### src/rtl/shiftreg_feeder.sv
// Byte FIFO feeding a shift-register driver through an EN/RDY handshake.
// Sticky flags report writes rejected while full and bytes dropped when the driver never answers.
module shiftreg_feeder #(
  parameter int DEPTH_LOG2     = 3,
  parameter int TIMEOUT_CYCLES = 255
) (
  input  logic                CLK,
  input  logic                RST,
  input  logic                WR_EN,
  input  logic [7:0]          WR_DATA,
  input  logic                CLR_ERR,
  input  logic                RDY,
  output logic [7:0]          BYTE_OUT,
  output logic                EN_OUT,
  output logic                FULL,
  output logic                EMPTY,
  output logic [DEPTH_LOG2:0] COUNT,
  output logic                OVERFLOW,
  output logic                TIMEOUT_ERR
);

  // state | meaning
  // IDLE  | strobe low; start a transfer when a byte is queued and the driver is ready
  // REQ   | strobe high with the head byte; wait for the driver to drop RDY or time out
  // BUSY  | driver is shifting; wait for RDY to return
  typedef enum logic [1:0] {ST_IDLE, ST_REQ, ST_BUSY} state_t;

  localparam int                  DEPTH     = 1 << DEPTH_LOG2;
  localparam logic [DEPTH_LOG2:0] DEPTH_CNT = (DEPTH_LOG2 + 1)'(DEPTH);
  localparam logic [15:0]         TMO_LIMIT = 16'(TIMEOUT_CYCLES);

  state_t                  state_q, state_d;
  logic [7:0]              mem [DEPTH];
  logic [DEPTH_LOG2-1:0]   wr_ptr_q, wr_ptr_d;
  logic [DEPTH_LOG2-1:0]   rd_ptr_q, rd_ptr_d;
  logic [DEPTH_LOG2:0]     count_q, count_d;
  logic                    full_q, full_d;
  logic                    empty_q, empty_d;
  logic                    en_out_q, en_out_d;
  logic [7:0]              byte_out_q, byte_out_d;
  logic                    ovf_q, ovf_d;
  logic                    tmo_err_q, tmo_err_d;
  logic [15:0]             tmo_cnt_q, tmo_cnt_d;
  logic                    push, pop, ovf_set, tmo_set;

  // A write while full is rejected even when a pop frees a slot in the same cycle.
  assign push    = WR_EN & ~full_q;
  assign ovf_set = WR_EN & full_q;

  always_comb begin
    state_d    = state_q;
    en_out_d   = en_out_q;
    byte_out_d = byte_out_q;
    tmo_cnt_d  = tmo_cnt_q;
    pop        = 1'b0;
    tmo_set    = 1'b0;
    unique case (state_q)
      ST_IDLE: begin
        en_out_d = 1'b0;
        if (!empty_q && RDY) begin
          byte_out_d = mem[rd_ptr_q];
          en_out_d   = 1'b1;
          tmo_cnt_d  = '0;
          state_d    = ST_REQ;
        end
      end
      ST_REQ: begin
        if (!RDY) begin
          en_out_d = 1'b0;
          pop      = 1'b1;
          state_d  = ST_BUSY;
        end else if (tmo_cnt_q + 16'd1 >= TMO_LIMIT) begin
          en_out_d = 1'b0;
          pop      = 1'b1;
          tmo_set  = 1'b1;
          state_d  = ST_IDLE;
        end else begin
          tmo_cnt_d = tmo_cnt_q + 16'd1;
        end
      end
      ST_BUSY: begin
        en_out_d = 1'b0;
        if (RDY) state_d = ST_IDLE;
      end
      default: begin
        en_out_d = 1'b0;
        state_d  = ST_IDLE;
      end
    endcase
  end

  always_comb begin
    wr_ptr_d = push ? wr_ptr_q + DEPTH_LOG2'(1) : wr_ptr_q;
    rd_ptr_d = pop  ? rd_ptr_q + DEPTH_LOG2'(1) : rd_ptr_q;
    unique case ({push, pop})
      2'b10:   count_d = count_q + (DEPTH_LOG2 + 1)'(1);
      2'b01:   count_d = count_q - (DEPTH_LOG2 + 1)'(1);
      default: count_d = count_q;
    endcase
    full_d    = (count_d == DEPTH_CNT);
    empty_d   = (count_d == '0);
    ovf_d     = ovf_set | (ovf_q & ~CLR_ERR);
    tmo_err_d = tmo_set | (tmo_err_q & ~CLR_ERR);
  end

  always_ff @(posedge CLK or posedge RST) begin
    if (RST) begin
      state_q    <= ST_IDLE;
      wr_ptr_q   <= '0;
      rd_ptr_q   <= '0;
      count_q    <= '0;
      full_q     <= 1'b0;
      empty_q    <= 1'b1;
      en_out_q   <= 1'b0;
      byte_out_q <= 8'h00;
      ovf_q      <= 1'b0;
      tmo_err_q  <= 1'b0;
      tmo_cnt_q  <= '0;
    end else begin
      state_q    <= state_d;
      wr_ptr_q   <= wr_ptr_d;
      rd_ptr_q   <= rd_ptr_d;
      count_q    <= count_d;
      full_q     <= full_d;
      empty_q    <= empty_d;
      en_out_q   <= en_out_d;
      byte_out_q <= byte_out_d;
      ovf_q      <= ovf_d;
      tmo_err_q  <= tmo_err_d;
      tmo_cnt_q  <= tmo_cnt_d;
    end
  end

  // Storage needs no reset: EMPTY guards every read until a slot is rewritten.
  always_ff @(posedge CLK) begin
    if (push) mem[wr_ptr_q] <= WR_DATA;
  end

  assign BYTE_OUT    = byte_out_q;
  assign EN_OUT      = en_out_q;
  assign FULL        = full_q;
  assign EMPTY       = empty_q;
  assign COUNT       = count_q;
  assign OVERFLOW    = ovf_q;
  assign TIMEOUT_ERR = tmo_err_q;

endmodule

### config.mk
export PLATFORM = sky130hd
export DESIGN_NAME = shiftreg_feeder
export DESIGN_NICKNAME = d
export VERILOG_FILES = /design/src/rtl/shiftreg_feeder.sv
export SDC_FILE = /design/constraint.sdc
export NUM_CORES = 1
export LEC_CHECK = 0
export CORE_ASPECT_RATIO = 1.25
export CORE_MARGIN = 2
export CORE_UTILIZATION = 60
export CTS_CLUSTER_SIZE = 14
export DETAILED_ROUTE_END_ITERATION = 7
export PLACE_DENSITY_LB_ADDON = 0.15
export SYNTH_ARGS = -nofsm -noshare
export SYNTH_HDL_FRONTEND = slang
export SYNTH_SLANG_ARGS = --single-unit
### constraint.sdc
create_clock -name CLK -period 8.7 [get_ports CLK]
set_input_delay 2.61 -clock CLK [delete_from_list [all_inputs] [get_ports CLK]]
set_output_delay 2.61 -clock CLK [all_outputs]
set_load 0.01 [all_outputs]
Word-level counts from Yosys, hierarchy flattened
Memories as Yosys holds them, arrays and structs flattened. A register that Yosys moved wholly into a read port is not among the register bits.
Index checks and enable logic that the tools add are counted.
{ "totals": {"ff_bits": 33, "ram_bits": 64, "in_bits": 13, "out_inout_bits": 17, "word_cells": 64, "memories": 1} }
{ "op_classes": {"add_sub_neg": 5, "order_cmp": 1, "n_eq_ne": 10, "mux": 21, "bitwise": 8, "reduce_logical": 8} }
{ "mem_list": {"columns": ["name", "words", "width", "rd", "rd_ports_with_merged_regs", "write_ports", "line", "source"], "rows": [
  ["mem", 8, 8, 1, 1, 1, "33", "logic [7:0] mem [DEPTH];"]
]} }
{ "op_table": {"columns": ["operator", "count"], "rows": [
  ["two-way mux 16 bit", 3],
  ["one-hot mux 16 bit (2 select lines)", 1],
  ["adder 16 x 1 -> 16 bit, second input constant", 1],
  [">= comparator 16 x 8 -> 1 bit, second input constant", 1],
  ["two-way mux 1 bit", 10],
  ["two-way mux 2 bit", 4],
  ["inequality test 2 bit, second input constant", 4],
  ["one-hot mux 4 bit (2 select lines)", 1],
  ["adder 3 x 1 -> 3 bit, second input constant", 2],
  ["one-hot mux 2 bit (3 select lines)", 1],
  ["adder 4 x 1 -> 4 bit, second input constant", 1],
  ["bitwise AND 1 bit", 4],
  ["== test 2 x 1 -> 1 bit, second input constant", 2],
  ["== test 2 bit, second input constant", 2],
  ["== test 4 bit, second input constant", 1],
  ["logical NOT 4 bit", 1],
  ["AND reduction 4 bit", 1],
  ["subtractor 4 x 1 -> 4 bit, second input constant", 1],
  ["inequality test 3 bit, second input constant", 1],
  ["AND reduction 3 bit", 1],
  ["logical NOT 2 bit", 1],
  ["inverter 1 bit", 2],
  ["bitwise OR 1 bit", 2],
  ["one-hot mux 1 bit (2 select lines)", 1],
  ["other kinds (4)", 4]
]} }

Longest topological paths before layout
Gate-level depths: netlist of run 1.
{ "logic_depth": {"depth_word": 8, "ltp_mapped": 15, "mapped_depth_nobuf": 15} }

Worst setup path after synthesis of run 1
OpenSTA, ideal clock, no wires.
{ "synth_timing": {"path_type": "input to register", "startpoint": "input port WR_EN", "endpoint": "register full_q, in the netlist FULL", "setup_ns": 0.073, "arrival_time_ns": 4.391, "required_time_ns": 8.627, "setup_slack_ns": 4.236, "cell_stages": 7, "n_path_buf": 0, "cell_sequence": "nor2b_1 inv_1 ha_1 fa_1 mux2_2 or3_1 nor2b_1"} }
{ "synth_via": {"elab_chain_cells": 4, "word_cells_on_any_way": 5, "cone_classes": "eq/ne: 3; mux: 1; bitwise: 1"} }
{ "synth_lines": {"columns": ["element", "line", "source"], "rows": [
  ["start, declared", "9", "input logic WR_EN,"],
  ["bitwise AND 1 bit (*)", "47", "assign push = WR_EN & ~full_q;"],
  ["== test 2 x 1 -> 1 bit / == test 2 bit (equally long branches)", "95", "unique case ({push, pop})"],
  ["one-hot mux 4 bit (2 select lines) (*)", "95", null],
  ["via count_d[1]", "36", "logic [DEPTH_LOG2:0] count_q, count_d;"],
  ["== test 4 bit (*)", "100", "full_d = (count_d == DEPTH_CNT);"],
  ["via full_d", "37", "logic full_q, full_d;"],
  ["end signal, assigned", "124", "full_q <= full_d;"],
  ["end, declared", "37", null]
]} }
The timed path passes the listed nets; every way through them passes the cells marked *.
A chain may end at the register's enable or synchronous reset.

Worst setup path after layout of run 1
{ "layout_timing": {"startpoint": "input port RDY", "endpoint": "register full_q, in the netlist FULL"} }
{ "layout_via": {"elab_chain_cells": 5, "word_cells_on_any_way": 6, "cone_classes": "eq/ne: 3; mux: 3"} }
{ "layout_lines": {"columns": ["element", "line", "source"], "rows": [
  ["start, declared", "12", "input logic RDY,"],
  ["two-way mux 1 bit (*)", "68", "if (!RDY) begin"],
  ["two-way mux 1 bit (*)", "57", "unique case (state_q)"],
  ["via pop", "44", "logic push, pop, ovf_set, tmo_set;"],
  ["== test 2 x 1 -> 1 bit / == test 2 bit (equally long branches)", "95", null],
  ["one-hot mux 4 bit (2 select lines) (*)", "95", null],
  ["via count_d[1]", "36", null],
  ["== test 4 bit (*)", "100", null],
  ["via full_d", "37", null]
]} }
Marks and branches as above.

==> out/qor.csv, run 1 <==
metric,value,unit
critPathKind,input port to flip-flop,
synth_area,0.004473,sq mm
hold_path_depth,2,
synth.avg_cell_area,15.16,sq um
grt_use_total,21.02,%
wl,7572,um
path_cells,"clkdlybuf4s50_1, inv_1, o31ai_4, inv_1, ha_1, fa_1, mux2_2, or3_1, nor2b_1",
cp.buffers_inverters,3,
clockBufferDepth,2,
synthTopCellsByArea,"edfxtp_1, dfrtp_1, mux4_2",
ant_nets,0,
vias,2479,
grt.busiest_layer,met2,
area_growth,13.62,%
maxCapViolCount,0,
clk_pin_slew_worst_paths,0.10,ns
ir_drop,173.2,uV
use_met2,33.63,%
overflow,0,
crit_fanout,4,
num_rows,35,
htreeDepth,3,
power.density,288.5,mW/mm^2
use_met3,3.405,%
drive_gt1_share,15.43,%
slew_viol_final,0,
synthCells,295,
r2r_setup_slack,5.03,ns
async_reset_ff_share,39.05,%
diodes,0,
min_path_type,flip-flop to flip-flop,
postCtsSetupRepairBufs,0,
relSlewSlack,39.31,%
finalCritPeriodShare,55.01,%
clock-sinks,105,
fmax,208.9,MHz
postSynth.topFlopCell,edfxtp_1,
wl_per_cell,17.65,um
grt_max_degree,42,
r2r_start,tmo_cnt_q[1]$_DFFE_PP0P_,
synth-edff-count,64,
cp-end-kind,flip-flop,
cts_buffers,9,
place_area,0.004880,sq mm
netlist-cell-type-count,50,
initial_core_util,61.16,%
cp.arrival,5.09,ns
synth_top_area_cell,edfxtp_1,
drtPass1Iterations,4,
setup_viol,0,
hpwlAfterDp,5095,um
synth_seq_cells,105,
synth_common_cells,"edfxtp_1, dfrtp_1, nand2_1",
crit_top_cell,inv_1,
grt_antenna_before_repair,0,
cp.required,9.00,ns
start_kind,input port,
use_met1,28.21,%
cp_slowest_stage_delay,0.52,ns
ys_seq_area_share,65.93,%
io_pins,30,
rr_worst_depth,12,
globalplace.congestion,0.7843,
path_delay_family,buffers and inverters,
p_leak,1.891,nW
cts_tree,done,
die_height,100.5,um
synth_most_common_cell,edfxtp_1,
grt_pass1_vias,2540,
critPathSlowestCell,clkdlybuf4s50_1,
yosys_warnings,0,
syn-num-nets,316,
portBuffers,29,
coreArea,0.007313,sq mm
die-area,0.008166,sq mm
ctsResizeCount,0,
clkLatencyLatePin,0.36,ns
period_minus_slack,4.786,ns
status,finished clean,
postCtsHoldBufs,0,
rsz0062_at_grt,false,
drt_drc_violations_left,0,
grt_pass1_wl,12610,um
holdCritStartpoint,BYTE_OUT[5]$_DFFE_PP0P_,
synth_top_area_share,42.97,%
worst_pin_slew,0.9070,ns
die_w,81.23,um
viasPerCell,5.779,
drt_iter0_drc,139,
min_to,BYTE_OUT[5]$_DFFE_PP0P_,
final_core_util,69.50,%
hold_viol,0,
fin_skew,0.006576,ns
design_area,0.005082,sq mm
tns,0,ns
nNetsFinal,353,
nFillCells,486,
cts-root-buf,clkbuf_8,
reg2reg_to,FULL$_DFF_PP0_,
## layout by cell type (no fill, tap or decap), types with 2 or more instances in the layout
cell type	instances
and4_1	3
nor2b_1	3
inv_8	2
buf_4	4
mux4_2	16
mux2i_1	10
nand3_1	4
clkdlybuf4s50_1	29
or2_2	3
nor3_1	7
inv_1	17
and2_1	5
nor2_1	15
or3_1	2
mux2_2	3
xnor2_1	10
or4_1	2
nand4_1	5
xor2_1	4
dfrtp_1	40
o21ai_0	12
nand2b_1	5
ha_1	7
clkinv_4	2
clkbuf_8	9
o221ai_1	5
nand2_1	22
edfxtp_1	64
## power breakdown
group | switching (mW) | internal [mW] | leakage, nW
registers | 0.0861 | 0.632 | 1.11
clock network | 0.168 | 0.138 | 0.104
logic | 0.209 | 0.234 | 0.677
total | 0.463 | 1.00 | 1.89
## state kept, by name (all words and copies together), names as in the netlist
signal / cells
tmo_cnt_q: 16
EMPTY: 1
FULL: 1
COUNT: 4
BYTE_OUT: 8
rd_ptr_q: 3
wr_ptr_q: 3
EN_OUT: 1
state_q: 2
TIMEOUT_ERR: 1
mem: 64
OVERFLOW: 1
## worst register-to-register path, cell delays in order (launching register included)
cell	delay, ns
dfrtp_1	0.47
ha_1	0.25
and3_2	0.27
nor4b_4	0.22
mux2i_1	0.30
o221ai_2	0.23
o31ai_4	0.34
inv_1	0.09
ha_1	0.26
fa_1	0.43
mux2_2	0.28
or3_1	0.37
nor2b_1	0.11
## through the flow
stage                     total power, mW  worst slack, ns  cells  hold WS [ns]
after floorplan                     1.015            4.236    295        0.4805
after global placement              1.168            3.581    413        0.4665
after detailed placement            1.181            3.550    413        0.4732
after CTS                           1.483            3.924    429        0.4963
after global routing                1.556            3.727    429        0.5263
final                               1.466            3.914    429        0.4902
## worst max path at each step
stage          start        endpoint  slack, ns  cells after the start
2_1_floorplan  WR_EN  FULL$_DFF_PP0_       4.24                      7
3_3_place_gp     RDY  FULL$_DFF_PP0_       3.58                      9
3_5_place_dp   WR_EN  FULL$_DFF_PP0_       3.55                     11
4_1_cts        WR_EN  FULL$_DFF_PP0_       3.92                     11
5_1_grt        WR_EN  FULL$_DFF_PP0_       3.73                     11
6_report         RDY  FULL$_DFF_PP0_       3.91                      9
## metal layers
metal / vias up / wire length [um]
li1: 1185 / -
met1: 1229 / 3414
met2: 52 / 3788
met3: 13 / 248
met4: 0 / 121
met5: - / 0
## cell type report
class                           count  area, sq um  share of cell area [%]
Tap cell                           92        115.1                   2.265
Clock buffer                       10        127.6                   2.511
Timing Repair Buffer               33        320.3                   6.302
Inverter                           18        67.56                   1.329
Sequential cell                   105         2949                   58.03
Multi-Input combinational cell    165         1428                   28.09
Clock inverter                      6        75.07                   1.477
## cells by family (layout without fill, tap and decap cells)
family	Yosys count	after routing	share of synthesized area, %
buffers and inverters	25	67	2.154
muxes	29	29	11.05
AOI/OAI and AO/OA	32	32	5.707
xor gates and xnor gates	14	14	2.741
DFF	105	105	65.93
and+or+nand+nor	82	82	10.01
adders and majority gates	8	8	2.406
Note: power is estimated with default switching activity, not from simulation.
==> run 2: changes to the inputs <==
--- a/config.mk
+++ b/config.mk
@@ -7,7 +7,7 @@
 export LEC_CHECK = 0
 export CORE_ASPECT_RATIO = 1.25
 export CORE_MARGIN = 2
-export CORE_UTILIZATION = 60
+export CORE_UTILIZATION = 53
 export CTS_CLUSTER_SIZE = 14
 export DETAILED_ROUTE_END_ITERATION = 7
 export PLACE_DENSITY_LB_ADDON = 0.15
==> constraint.sdc (replaced) <==
create_clock -name CLK -period 4 [get_ports CLK]
set_input_delay 1.2 -clock CLK [delete_from_list [all_inputs] [get_ports CLK]]
set_output_delay 1.2 -clock CLK [all_outputs]
set_load 0.01 [all_outputs]
==> run 2 against run 1 <==
  * Clock-buffer cell count fell by 1
  * Total power rose by 120%
  * Non-clock buffer count rose by 9
  * Worst hold slack improved by 0.011 ns
  * Via count rose by 1.3%
  * Sequential share of layout area fell by 0.84 points
  * Largest cell class unchanged
  * Global-route usage fell by 2.0 points
  * Largest power group unchanged
  * Critical path depth rose by 3
  * Flip-flop and latch count did not move
  * Combinational power rose by 110%
  * Worst setup slack got worse by 3.5 ns
  * First-iteration DRC count fell by 37%
==> out/qor.csv, run 2 (synthesis results as in run 1) <==
metric,value,unit
area_growth,15.30,%
fin_skew,0.01626,ns
clk_pin_slew_worst_paths,0.11,ns
wl,7824,um
p_comb_share,29.1,%
internal_power,2.146,mW
crit_start,tmo_cnt_q[1]$_DFFE_PP0P_,
worst_pin_slew,1.080,ns
grt_max_degree,25,
min_path_type,flip-flop to flip-flop,
finalCritPeriodShare,89.72,%
p_sw_share,32.80,%
diodes,0,
num_rows,37,
fin_total_pwr,3.194,mW
grt_antenna_before_repair,0,
cts-root-buf,clkbuf_8,
ctsResizeCount,0,
vias,2510,
largest_register_ff_count,64,
ant_nets,0,
cts_tree,done,
drt_iter0_drc,87,
clockBufferDepth,2,
fmax,278.7,MHz
clkPwrFrac,20.4,%
cts_buffers,9,
drt_drc_violations_left,0,
cp-end-kind,flip-flop,
r2r_start,tmo_cnt_q[1]$_DFFE_PP0P_,
cp.arrival,3.89,ns
critPathKind,flip-flop to flip-flop,
clock-sinks,105,
clkLatencyLatePin,0.36,ns
p_sw,1.048,mW
hpwlAfterDp,5490,um
coreArea,0.008194,sq mm
initial_core_util,54.59,%
period_minus_slack,3.589,ns
ir_drop,299.9,uV
tns,0,ns
crit_fanout,7,
rsz0062_at_grt,false,
relSlewSlack,28.00,%
globalplace.congestion,0.8215,
die-area,0.009195,sq mm
htreeDepth,3,
postCtsSetupRepairBufs,0,
grt_pass1_vias,2601,
layout_commonest_cell,edfxtp_1,
start_kind,flip-flop,
io_pins,30,
grt_pass1_wl,13090,um
drtPass1Iterations,4,
die_height,106.7,um
p_leak,1.931,nW
p_seq_share,50.5,%
maxCapViolCount,0,
most-common-layout-cells,"edfxtp_1, dfrtp_1, clkdlybuf4s50_1",
postCtsHoldBufs,0,
die_w,86.17,um
wl_per_cell,17.66,um
grt_use_total,19.06,%
power.density,619.2,mW/mm^2
slew_viol_final,0,
setup_viol,0,
status,finished clean,
viasPerCell,5.666,
portBuffers,29,
hold_viol,0,
regMostFlops,mem,
cp.required,4.30,ns
drive_gt1_share,17.92,%
overflow,0,
holdCritStartpoint,BYTE_OUT[7]$_DFFE_PP0P_,
nNetsFinal,362,
-- run 2: cell types whose count changed in the layout (fill, tap and decap cells not counted) --
cell / change
clkinv_4: -2
clkinv_1: +1
clkbuf_1: -1
bufinv_16: -1
clkinv_8: +2
clkinv_2: -1
buf_4: +9
inv_1: -1
clkinvlp_4: +1
inv_6: +2
-- run 2: area by class of cell --
| type | instances | area [sq um] |
|---|---|---|
| fill | 628 | 3037 |
| sequential | 105 | 2949 |
| multi-input combinational | 165 | 1428 |
| timing repair buffer | 42 | 387.9 |
| clock buffer | 9 | 123.9 |
| tap | 97 | 121.4 |
| clock inverter | 7 | 80.08 |
| inverter | 18 | 67.56 |
-- run 2: routing by layer --
metal  global-route usage (%)  up-vias  wire [um]
li1                         -     1193          -
met1                    24.02     1258       3388
met2                    33.11       44       4059
met3                    2.617       15        192
met4                    7.813        0        184
met5                        0        -          0
-- run 2: final timing paths --
check | endpoint | slack (ns) | cells after the start
setup / recovery | EMPTY$_DFF_PP1_ | 0.41 | 12
hold / removal | BYTE_OUT[7]$_DFFE_PP0P_ | 0.50 | 2
setup reg to reg | EMPTY$_DFF_PP1_ | 0.41 | 12
hold reg to reg | BYTE_OUT[7]$_DFFE_PP0P_ | 0.50 | 2
max in group asynchronous | tmo_cnt_q[5]$_DFFE_PP0P_ | 2.09 | 3
min in group asynchronous | OVERFLOW$_DFF_PP0_ | 1.20 | 2
-- run 2: stage by stage --
stage	setup slack, ns	utilization [%]	cells	cell area, sq um	hold WS, ns
2_1_floorplan	0.7203	-	295	4473	0.4805
3_3_place_gp	0.3144	60.45	427	4954	0.4676
3_5_place_dp	0.2602	60.45	427	4954	0.4785
4_1_cts	0.4013	62.94	443	5157	0.5070
5_1_grt	0.08413	62.94	443	5157	0.5410
6_report	0.4114	62.94	443	5157	0.5009
-- run 2: critical path: stages, from the launching register on --
cell and delay [ns]:
dfrtp_1 0.48, ha_1 0.24, and3_2 0.26, nor4b_4 0.22, mux2i_1 0.28, o221ai_2 0.20, o31ai_4 0.31, inv_1 0.08
ha_1 0.25, fa_1 0.43, mux2_2 0.28, or3_1 0.36, nor2_1 0.13
-- run 2: power by group through the flow --
| stage | logic [mW] | clock network, mW | registers (mW) |
|---|---|---|---|
| detailed placement | 0.949 | 0 | 1.64 |
| CTS | 0.948 | 0.670 | 1.62 |
| finish | 0.930 | 0.651 | 1.61 |
| global route | 1.04 | 0.705 | 1.65 |
| floorplan | 0.680 | 0 | 1.53 |
| global placement | 0.925 | 0 | 1.63 |
==> run 3: changes to the inputs <==
--- a/config.mk
+++ b/config.mk
@@ -7,7 +7,7 @@
 export LEC_CHECK = 0
 export CORE_ASPECT_RATIO = 1.25
 export CORE_MARGIN = 2
-export CORE_UTILIZATION = 53
+export CORE_UTILIZATION = 40
 export CTS_CLUSTER_SIZE = 14
 export DETAILED_ROUTE_END_ITERATION = 7
 export PLACE_DENSITY_LB_ADDON = 0.15
==> run 3 against run 2 <==
  * Final cell count rose by 8.6%
  * Largest power group unchanged
  * Register-to-register slack got worse by 0.03 ns
  * Clock-buffer cell count is the same
  * Wire length up 6.0%
  * Sequential power about the same
  * Critical endpoint is now FULL$_DFF_PP0_
  * Die area increased by 31%
  * Total power increased by 7.7%
  * Clock skew fell by 0.0082 ns
  * Utilization is 15 points lower
  * Via count down 1.6%
  * Maximum frequency is 0.88% lower
==> out/qor.csv, run 3 (synthesis results as in run 1) <==
metric,value,unit
hpwlAfterDp,5723,um
slew_viol_final,0,
p_leak,1.980,nW
cts_buffers,9,
die_w,98.59,um
setup_viol,0,
cp.arrival,3.90,ns
min_path_type,flip-flop to flip-flop,
globalplace.congestion,0.7654,
wl,8297,um
tns,0,ns
fmax,276.2,MHz
clk_pin_slew_worst_paths,0.08,ns
portBuffers,29,
reg2reg_to,FULL$_DFF_PP0_,
wl_per_cell,17.25,um
regMostFlops,mem,
coreArea,0.01098,sq mm
ctsResizeCount,0,
overflow,0,
power.density,648.4,mW/mm^2
hold_path_depth,2,
fin_total_pwr,3.439,mW
fin_cells,481,
postCtsHoldBufs,0,
grt_pass1_wl,13340,um
clock-sinks,105,
start_kind,flip-flop,
period_minus_slack,3.621,ns
cp-end-kind,flip-flop,
clockBufferDepth,2,
rsz0062_at_grt,false,
cp_slowest_stage_delay,0.46,ns
area_growth,18.57,%
critPathKind,flip-flop to flip-flop,
holdCritStartpoint,BYTE_OUT[6]$_DFFE_PP0P_,
worst_pin_slew,1.076,ns
finalCritPeriodShare,90.52,%
crit_top_cell,ha_1,
grt_use_total,14.66,%
io_pins,30,
drt_drc_violations_left,0,
rr_worst_depth,15,
setup_slack,0.3794,ns
final_core_util,48.32,%
diodes,0,
most-common-layout-cells,"edfxtp_1, dfrtp_1, clkdlybuf4s50_1",
ant_nets,0,
hold_ws,0.4882,ns
die-area,0.01205,sq mm
crit_fanout,7,
design_area,0.005304,sq mm
initial_core_util,40.75,%
dp_cells,465,
min_to,BYTE_OUT[6]$_DFFE_PP0P_,
path_cells,"ha_1, and3_2, nor4b_4, mux2i_1, o221ai_2, o31ai_4, inv_1, ha_1, ha_1, a21o_1, a21oi_1, xor2_1, nor2_1, xor2_1, nor2b_1",
fin_skew,0.008035,ns
r2r_start,tmo_cnt_q[1]$_DFFE_PP0P_,
clkLatencyLatePin,0.35,ns
vias,2469,
drt_iter0_drc,77,
critPathSlowestCell,dfrtp_1,
relSlewSlack,28.23,%
largest_register_ff_count,64,
htreeDepth,3,
nFillCells,958,
place_area,0.005001,sq mm
drtPass1Iterations,4,
status,finished clean,
grt_max_degree,22,
drive_gt1_share,17.92,%
layout_commonest_cell,edfxtp_1,
place_ws,0.2433,ns
cts_tree,done,
die_height,122.2,um
nNetsFinal,362,
postCtsSetupRepairBufs,0,
r2r_setup_slack,0.38,ns
cts-root-buf,clkbuf_16,
cp.required,4.28,ns
grt_pass1_vias,2486,
hold_viol,0,
ir_drop,301.1,uV
maxCapViolCount,0,
viasPerCell,5.133,
grt_antenna_before_repair,0,
num_rows,43,
[run 3: changes by cell type in the layout (fill, tap and decap cells not counted), sizes merged]
cell,previous run,this run
clkinv,3,1
inv,21,23
[run 3: area by class of cell]
class                      instances  area, sq um  share of cell area, %
clock buffer                       9        225.2                  4.246
timing repair buffer              42        387.9                  7.313
clock inverter                     7        77.57                  1.463
sequential                       105         2949                  55.60
multi-input combinational        165         1428                  26.92
tap                              135        168.9                  3.185
inverter                          18        67.56                  1.274
[run 3: worst max-delay path by stage]
stage | end | slack, ns | depth (start not counted) | from
2_1_floorplan | FULL$_DFF_PP0_ | 0.72 | 12 | tmo_cnt_q[1]$_DFFE_PP0P_
3_5_place_dp | FULL$_DFF_PP0_ | 0.24 | 9 | RDY
3_3_place_gp | FULL$_DFF_PP0_ | 0.30 | 9 | RDY
4_1_cts | FULL$_DFF_PP0_ | 0.33 | 12 | tmo_cnt_q[1]$_DFFE_PP0P_
6_report | FULL$_DFF_PP0_ | 0.38 | 15 | tmo_cnt_q[1]$_DFFE_PP0P_
5_1_grt | FULL$_DFF_PP0_ | 0.06 | 15 | tmo_cnt_q[1]$_DFFE_PP0P_
[run 3: critical path, delay by kind of cell (launching register included)]
family / cells / cell delay (ns)
buffers and inverters: 1 / 0.07
muxes: 1 / 0.29
and+or+nand+nor: 4 / 0.76
AOI/OAI and AO/OA: 4 / 0.86
DFF: 1 / 0.46
xor gates and xnor gates: 2 / 0.31
adders and majority gates: 3 / 0.79
[run 3: per-layer routing]
metal  wire (um)  track usage, %
met3         154           2.107
met2        4269           25.34
met1        3725           18.23
met5           0               0
met4         147           6.935
[run 3: where the power goes]
part | total (mW) | switching (mW) | internal, mW
registers | 1.61 | 0.235 | 1.37
logic | 0.946 | 0.414 | 0.532
clock network | 0.885 | 0.437 | 0.448
total | 3.44 | 1.09 | 2.35
